==> src/rtl/uart_echo_ctrl_pkg.sv <==
// uart_pkg: shared FSM encoding, ASCII constants and case conversion for the echo controller
package uart_pkg;
  typedef enum logic [2:0] {IDLE, POP, SETTLE, CHECK, WR, CHECK_LF, WR_LF} state_t;
  localparam logic [7:0] ASCII_CR    = 8'h0D;
  localparam logic [7:0] ASCII_LF    = 8'h0A;
  localparam logic [7:0] ASCII_LC_A  = 8'h61;
  localparam logic [7:0] ASCII_LC_Z  = 8'h7A;
  localparam logic [7:0] CASE_OFFSET = 8'h20;
  function automatic logic [7:0] to_upper(input logic [7:0] b);
    return (b >= ASCII_LC_A && b <= ASCII_LC_Z) ? b - CASE_OFFSET : b;
  endfunction
endpackage

==> src/rtl/uart_echo_ctrl_if.sv <==
// uart_echo_ctrl_if: rs232_uart buffer-side RX/TX FIFO handshake bundle
interface uart_echo_ctrl_if;
  logic [7:0] rx_data_out;
  logic       rx_data_present;
  logic       read_rx_data_ack;
  logic [7:0] tx_data_in;
  logic       write_tx_data;
  logic       tx_buffer_full;
  modport master (
    input  rx_data_out, rx_data_present, tx_buffer_full,
    output read_rx_data_ack, tx_data_in, write_tx_data
  );
  modport slave (
    output rx_data_out, rx_data_present, tx_buffer_full,
    input  read_rx_data_ack, tx_data_in, write_tx_data
  );
endinterface

==> src/rtl/uart_echo_ctrl.sv <==
// uart_echo_ctrl: drains the UART RX FIFO and echoes each byte into the TX FIFO
module uart_echo_ctrl
  import uart_pkg::*;
#(
  parameter bit UPCASE      = 1'b0,
  parameter bit CRLF_EXPAND = 1'b1,
  parameter int CNT_WIDTH   = 16
) (
  input  logic                 clk,
  input  logic                 reset,
  input  logic                 enable,
  uart_echo_ctrl_if.master     bus,
  output logic                 busy,
  output logic [CNT_WIDTH-1:0] byte_count
);
  state_t               r_state;
  logic [7:0]           r_hold;
  logic [7:0]           r_tx_data;
  logic                 r_ack;
  logic                 r_wr;
  logic                 r_busy;
  logic [CNT_WIDTH-1:0] r_count;
  logic [7:0]           w_rx_byte;
  assign w_rx_byte            = UPCASE ? to_upper(bus.rx_data_out) : bus.rx_data_out;
  assign bus.read_rx_data_ack = r_ack;
  assign bus.write_tx_data    = r_wr;
  assign bus.tx_data_in       = r_tx_data;
  assign busy                 = r_busy;
  assign byte_count           = r_count;
  // Echo FSM: strobes and data are set on the transition into their state, so every output is a flop
  always_ff @(posedge clk or negedge reset)
    if (!reset) begin
      r_state   <= IDLE;
      r_hold    <= 8'h00;
      r_tx_data <= 8'h00;
      r_ack     <= 1'b0;
      r_wr      <= 1'b0;
      r_busy    <= 1'b0;
      r_count   <= '0;
    end else begin
      r_ack <= 1'b0;
      r_wr  <= 1'b0;
      case (r_state)
        IDLE:
          if (enable && bus.rx_data_present) begin
            r_hold  <= w_rx_byte;
            r_ack   <= 1'b1;
            r_busy  <= 1'b1;
            r_state <= POP;
          end
        POP:    r_state <= SETTLE;
        SETTLE: r_state <= CHECK;
        CHECK:
          if (!bus.tx_buffer_full) begin
            r_tx_data <= r_hold;
            r_wr      <= 1'b1;
            r_count   <= r_count + CNT_WIDTH'(1);
            r_state   <= WR;
          end
        WR:
          if (CRLF_EXPAND && r_hold == ASCII_CR) r_state <= CHECK_LF;
          else begin
            r_busy  <= 1'b0;
            r_state <= IDLE;
          end
        CHECK_LF:
          if (!bus.tx_buffer_full) begin
            r_tx_data <= ASCII_LF;
            r_wr      <= 1'b1;
            r_count   <= r_count + CNT_WIDTH'(1);
            r_state   <= WR_LF;
          end
        WR_LF: begin
          r_busy  <= 1'b0;
          r_state <= IDLE;
        end
        default: begin
          r_busy  <= 1'b0;
          r_state <= IDLE;
        end
      endcase
    end
endmodule

==> src/flat_wrapper.sv <==
// flat-port wrapper written by rule: the top's interface ports become plain ports
module uart_echo_ctrl_flat import uart_pkg::*;
#(
  parameter bit UPCASE      = 1'b0,
  parameter bit CRLF_EXPAND = 1'b1,
  parameter int CNT_WIDTH   = 16
)
  (clk, reset, enable, busy, byte_count, bus_rx_data_out, bus_rx_data_present, bus_tx_buffer_full, bus_read_rx_data_ack, bus_tx_data_in, bus_write_tx_data);
  uart_echo_ctrl_if bus_i ();
  input  logic clk;
  input  logic reset;
  input  logic enable;
  output logic busy;
  output logic [CNT_WIDTH-1:0] byte_count;
  input wire logic [$bits(bus_i.rx_data_out)-1:0] bus_rx_data_out;
  input wire logic [$bits(bus_i.rx_data_present)-1:0] bus_rx_data_present;
  input wire logic [$bits(bus_i.tx_buffer_full)-1:0] bus_tx_buffer_full;
  output wire logic [$bits(bus_i.read_rx_data_ack)-1:0] bus_read_rx_data_ack;
  output wire logic [$bits(bus_i.tx_data_in)-1:0] bus_tx_data_in;
  output wire logic [$bits(bus_i.write_tx_data)-1:0] bus_write_tx_data;
  assign bus_i.rx_data_out = bus_rx_data_out;
  assign bus_i.rx_data_present = bus_rx_data_present;
  assign bus_i.tx_buffer_full = bus_tx_buffer_full;
  assign bus_read_rx_data_ack = bus_i.read_rx_data_ack;
  assign bus_tx_data_in = bus_i.tx_data_in;
  assign bus_write_tx_data = bus_i.write_tx_data;
  uart_echo_ctrl #(.UPCASE(UPCASE), .CRLF_EXPAND(CRLF_EXPAND), .CNT_WIDTH(CNT_WIDTH)) u_core (.clk(clk), .reset(reset), .enable(enable), .bus(bus_i), .busy(busy), .byte_count(byte_count));
endmodule
==> config.mk <==
export PLATFORM = sky130hd
export DESIGN_NAME = uart_echo_ctrl_flat
export DESIGN_NICKNAME = d
export VERILOG_FILES = /design/src/rtl/uart_echo_ctrl_pkg.sv /design/src/rtl/uart_echo_ctrl_if.sv /design/src/rtl/uart_echo_ctrl.sv /design/src/flat_wrapper.sv
export SDC_FILE = /design/constraint.sdc
export NUM_CORES = 1
export LEC_CHECK = 0
export ABC_AREA = 1
export CAP_MARGIN = 40
export CORE_ASPECT_RATIO = 0.9
export CORE_MARGIN = 2
export CORE_UTILIZATION = 50
export CTS_BUF_LIST = sky130_fd_sc_hd__clkbuf_16
export DETAILED_ROUTE_END_ITERATION = 12
export GPL_TIMING_DRIVEN = 1
export HOLD_SLACK_MARGIN = 0.05
export PLACE_DENSITY = 0.78
export SLEW_MARGIN = 25
export SYNTH_ARGS = -nofsm -noshare
export SYNTH_HDL_FRONTEND = slang
export SYNTH_SLANG_ARGS = --single-unit
==> constraint.sdc <==
create_clock -name clk -period 1.7 [get_ports clk]
set_input_delay 0.34 -clock clk [delete_from_list [all_inputs] [get_ports clk]]
set_output_delay 0.34 -clock clk [all_outputs]
set_load 0.03 [all_outputs]
==> results.md <==
- Status: finished clean
- Least-Margin Pin Slew: 0.464 ns
- Critical path's slowest cell: clkdlybuf4s50_1
- Vias in the first global route: 1,444
- R2R Path Start: u_core.byte_count[0]
- Critical path startpoint: u_core.bus.tx_data_in[2]
- Antenna cells: 0
- # port buffers: 39
- PnR worst setup slack: 0.0302 ns
- WP data required: 1.36 ns
- F_max: 599 MHz
- Largest family of logic cells by synthesized area: simple AND/OR/NAND/NOR gates
- Die width: 69.3 um
- CTS Root Cell: clkbuf_16
- Final hold viol count: 0
- Seq/Total Area, Yosys: 49.6%
- Gr usage total: 19.5%
- Global-route wire length before repair: 6.67 mm
- Skew-Pair Late Insertion Delay: 0.28 ns
- Buffers and inverters on the worst path: 1
- 1st-pass router iterations: 5
- TritonCTS clock tree: built
- DR vias: 1,583
- HP Class: input port to asynchronous set/reset pin
- Setup TNS: 0 ns
- Relative slew slack: 69.1%
- Die area: 4350 um2
- Global route overflow: 0
- Mux contribution to synthesized area: 0%
- CTS buffer count: 5
- Synth Area in Adders: 0.653%
- # H-tree levels: 2
- Initial cell density of the core: 51.7%
- Synth Area in XOR/XNOR: 4.37%
- Final GP Congestion: 0.852
- Fin crit share: 98.2%
- RSZ-0062 raised after global routing: no
- Pre-CTS setup slack: 0.130 ns
- Area grow syn2layout: 31.6%
- Core region area: 3700 um2
- Hold-fix buffers at CTS: 0
- Post-CTS setup buffer count: 0
- Slew Limit Fails: 0
- Average wire per standard cell: 11.7 um
- Via density: 4.90
- Yosys reg bits: 38
- Complex-gate fraction of the synthesized area: 5.35%
- CP max FO: 2
- Number of cell rows: 21
- Mapped Cells: 229
- DRT iter0 DRCs: 87
- Die Y: 62.7 um
- WP data arrival: 1.33 ns
- Mapped Area: 1920 um2
- Largest net degree at the start of global routing: 39
- Final nets: 290
- Clock Pin Slew Worst Setup and Hold Paths: 0.06 ns
- Residual DRC: 0
- Detail Route Antenna Nets: 0
- Max stage delay on crit path: 0.68 ns
- PD cells: 1670 nW/um2
- Most common cell after layout, fill and taps aside: nand2_1
- Share of layout cells above drive strength 1: 13.0%
- Maximum VDD drop: 0.000971 V
- Deepest clock path buffer count: 2
- Yosys warns: 0
- Synth Area in Simple Gates: 32.8%
- Initial antenna violation count: 0
- CP startpoint kind: flip-flop
- CTS sink cnt: 38
- CTS resizes: 15
- Skew final: 0.00426 ns
- WS Path Type: flip-flop to output port
- Detail Placement HPWL: 2.64 mm
- Setup Viol. Count Final: 0
- Avg Cell Area, Syn: 8.37 um2
- Most frequent cells in the layout: nand2_1 (94), dfrtp_1 (38), clkdlybuf4s50_1 (20)
- P_leak: 1.37 nW
- Final wirelength: 3.78 mm
- Post-route minimum period: 1.67 ns
- CP Capture Type: output port
- Fillers: 310
- I/O pin total: 40
- CP Cell Sequence: clkdlybuf4s50_1
- Synth unique cells: 29
- Post-Syn Nets: 243
- Largest delay share family, worst path: buffers and inverters
- Max Cap Viol: 0
-- sequential cells by signal, indices dropped and copies added, names as in the netlist --
name and flops:
u_core.bus.read_rx_data_ack 1, u_core.busy 1, u_core.bus.write_tx_data 1, u_core.bus.tx_data_in 8
u_core.r_hold 8, u_core.byte_count 16, u_core.r_state 3
-- through the flow --
stage                     hold WS (ns)  util [%]  power [W]  cells  area, um2
final                            0.103      68.1    0.00421    323       2520
after global routing             0.155      68.1    0.00449    323       2520
after CTS                        0.123      67.9    0.00424    323       2510
after detailed placement         0.416      63.3    0.00308    315       2340
after global placement           0.412      63.3    0.00305    315       2340
after floorplan                 0.0444         -    0.00256    229       1920
-- layout make-up --
| class | instances | area (um2) | area share [%] |
|---|---|---|---|
| Multi-Input combinational cell | 164 | 827 | 32.8 |
| Sequential cell | 38 | 951 | 37.7 |
| Inverter | 23 | 86.3 | 3.42 |
| Tap cell | 46 | 57.6 | 2.28 |
| Clock buffer | 5 | 125 | 4.96 |
| Timing Repair Buffer | 44 | 412 | 16.3 |
| Clock inverter | 3 | 63.8 | 2.53 |
-- routing by layer --
metal | up-vias | part of all wire (%) | global-route usage [%]
met5 | - | 0 | 0
met4 | 0 | 1.6 | 8.09
met3 | 7 | 5.9 | 4.68
met2 | 49 | 47 | 30.8
met1 | 712 | 46 | 25.8
li1 | 815 | - | -
-- cells in the mapped netlist (all sizes together) --
cell type | count | area share, %
nand4 | 5 | 1.6
o21ai | 13 | 4.2
xnor2 | 3 | 2.2
xor2 | 4 | 2.2
o211ai | 1 | 0.39
nor3 | 3 | 0.78
nand2 | 100 | 20
ha | 1 | 0.65
dfrtp | 38 | 50
nand3 | 12 | 4.0
inv | 23 | 4.5
nor2 | 17 | 4.8
and2 | 1 | 0.33
a21boi | 1 | 0.39
nand3b | 2 | 0.78
o31ai | 1 | 0.39
buf | 4 | 2.7
-- cells by family (layout without fill, tap and decap cells) --
kind of cell	after synthesis	count (layout)
compound gates	16	16
xor+xnor	7	7
fa+ha+maj	1	1
buf+inv	27	75
flops	38	38
simple gates	140	140
-- final timing paths --
path / endpoint / slack [ns] / cells past startpoint
min: u_core.byte_count[1] / 0.10 / 2
min in group clk: u_core.busy / 0.48 / 2
max reg2reg: u_core.byte_count[10] / 0.22 / 8
min reg2reg: u_core.busy / 0.48 / 2
max in group asynchronous: u_core.bus.tx_data_in[1] / 1.28 / 2
max: bus_tx_data_in[2] / 0.03 / 1
-- report_power, final --
group          switching, W  internal [W]  leakage [nW]
combinational      0.000953      0.000584         0.781
sequential         0.000280       0.00120         0.492
clock              0.000353      0.000835        0.0915
total               0.00159       0.00262          1.37
(Power assumes the default switching activity.)
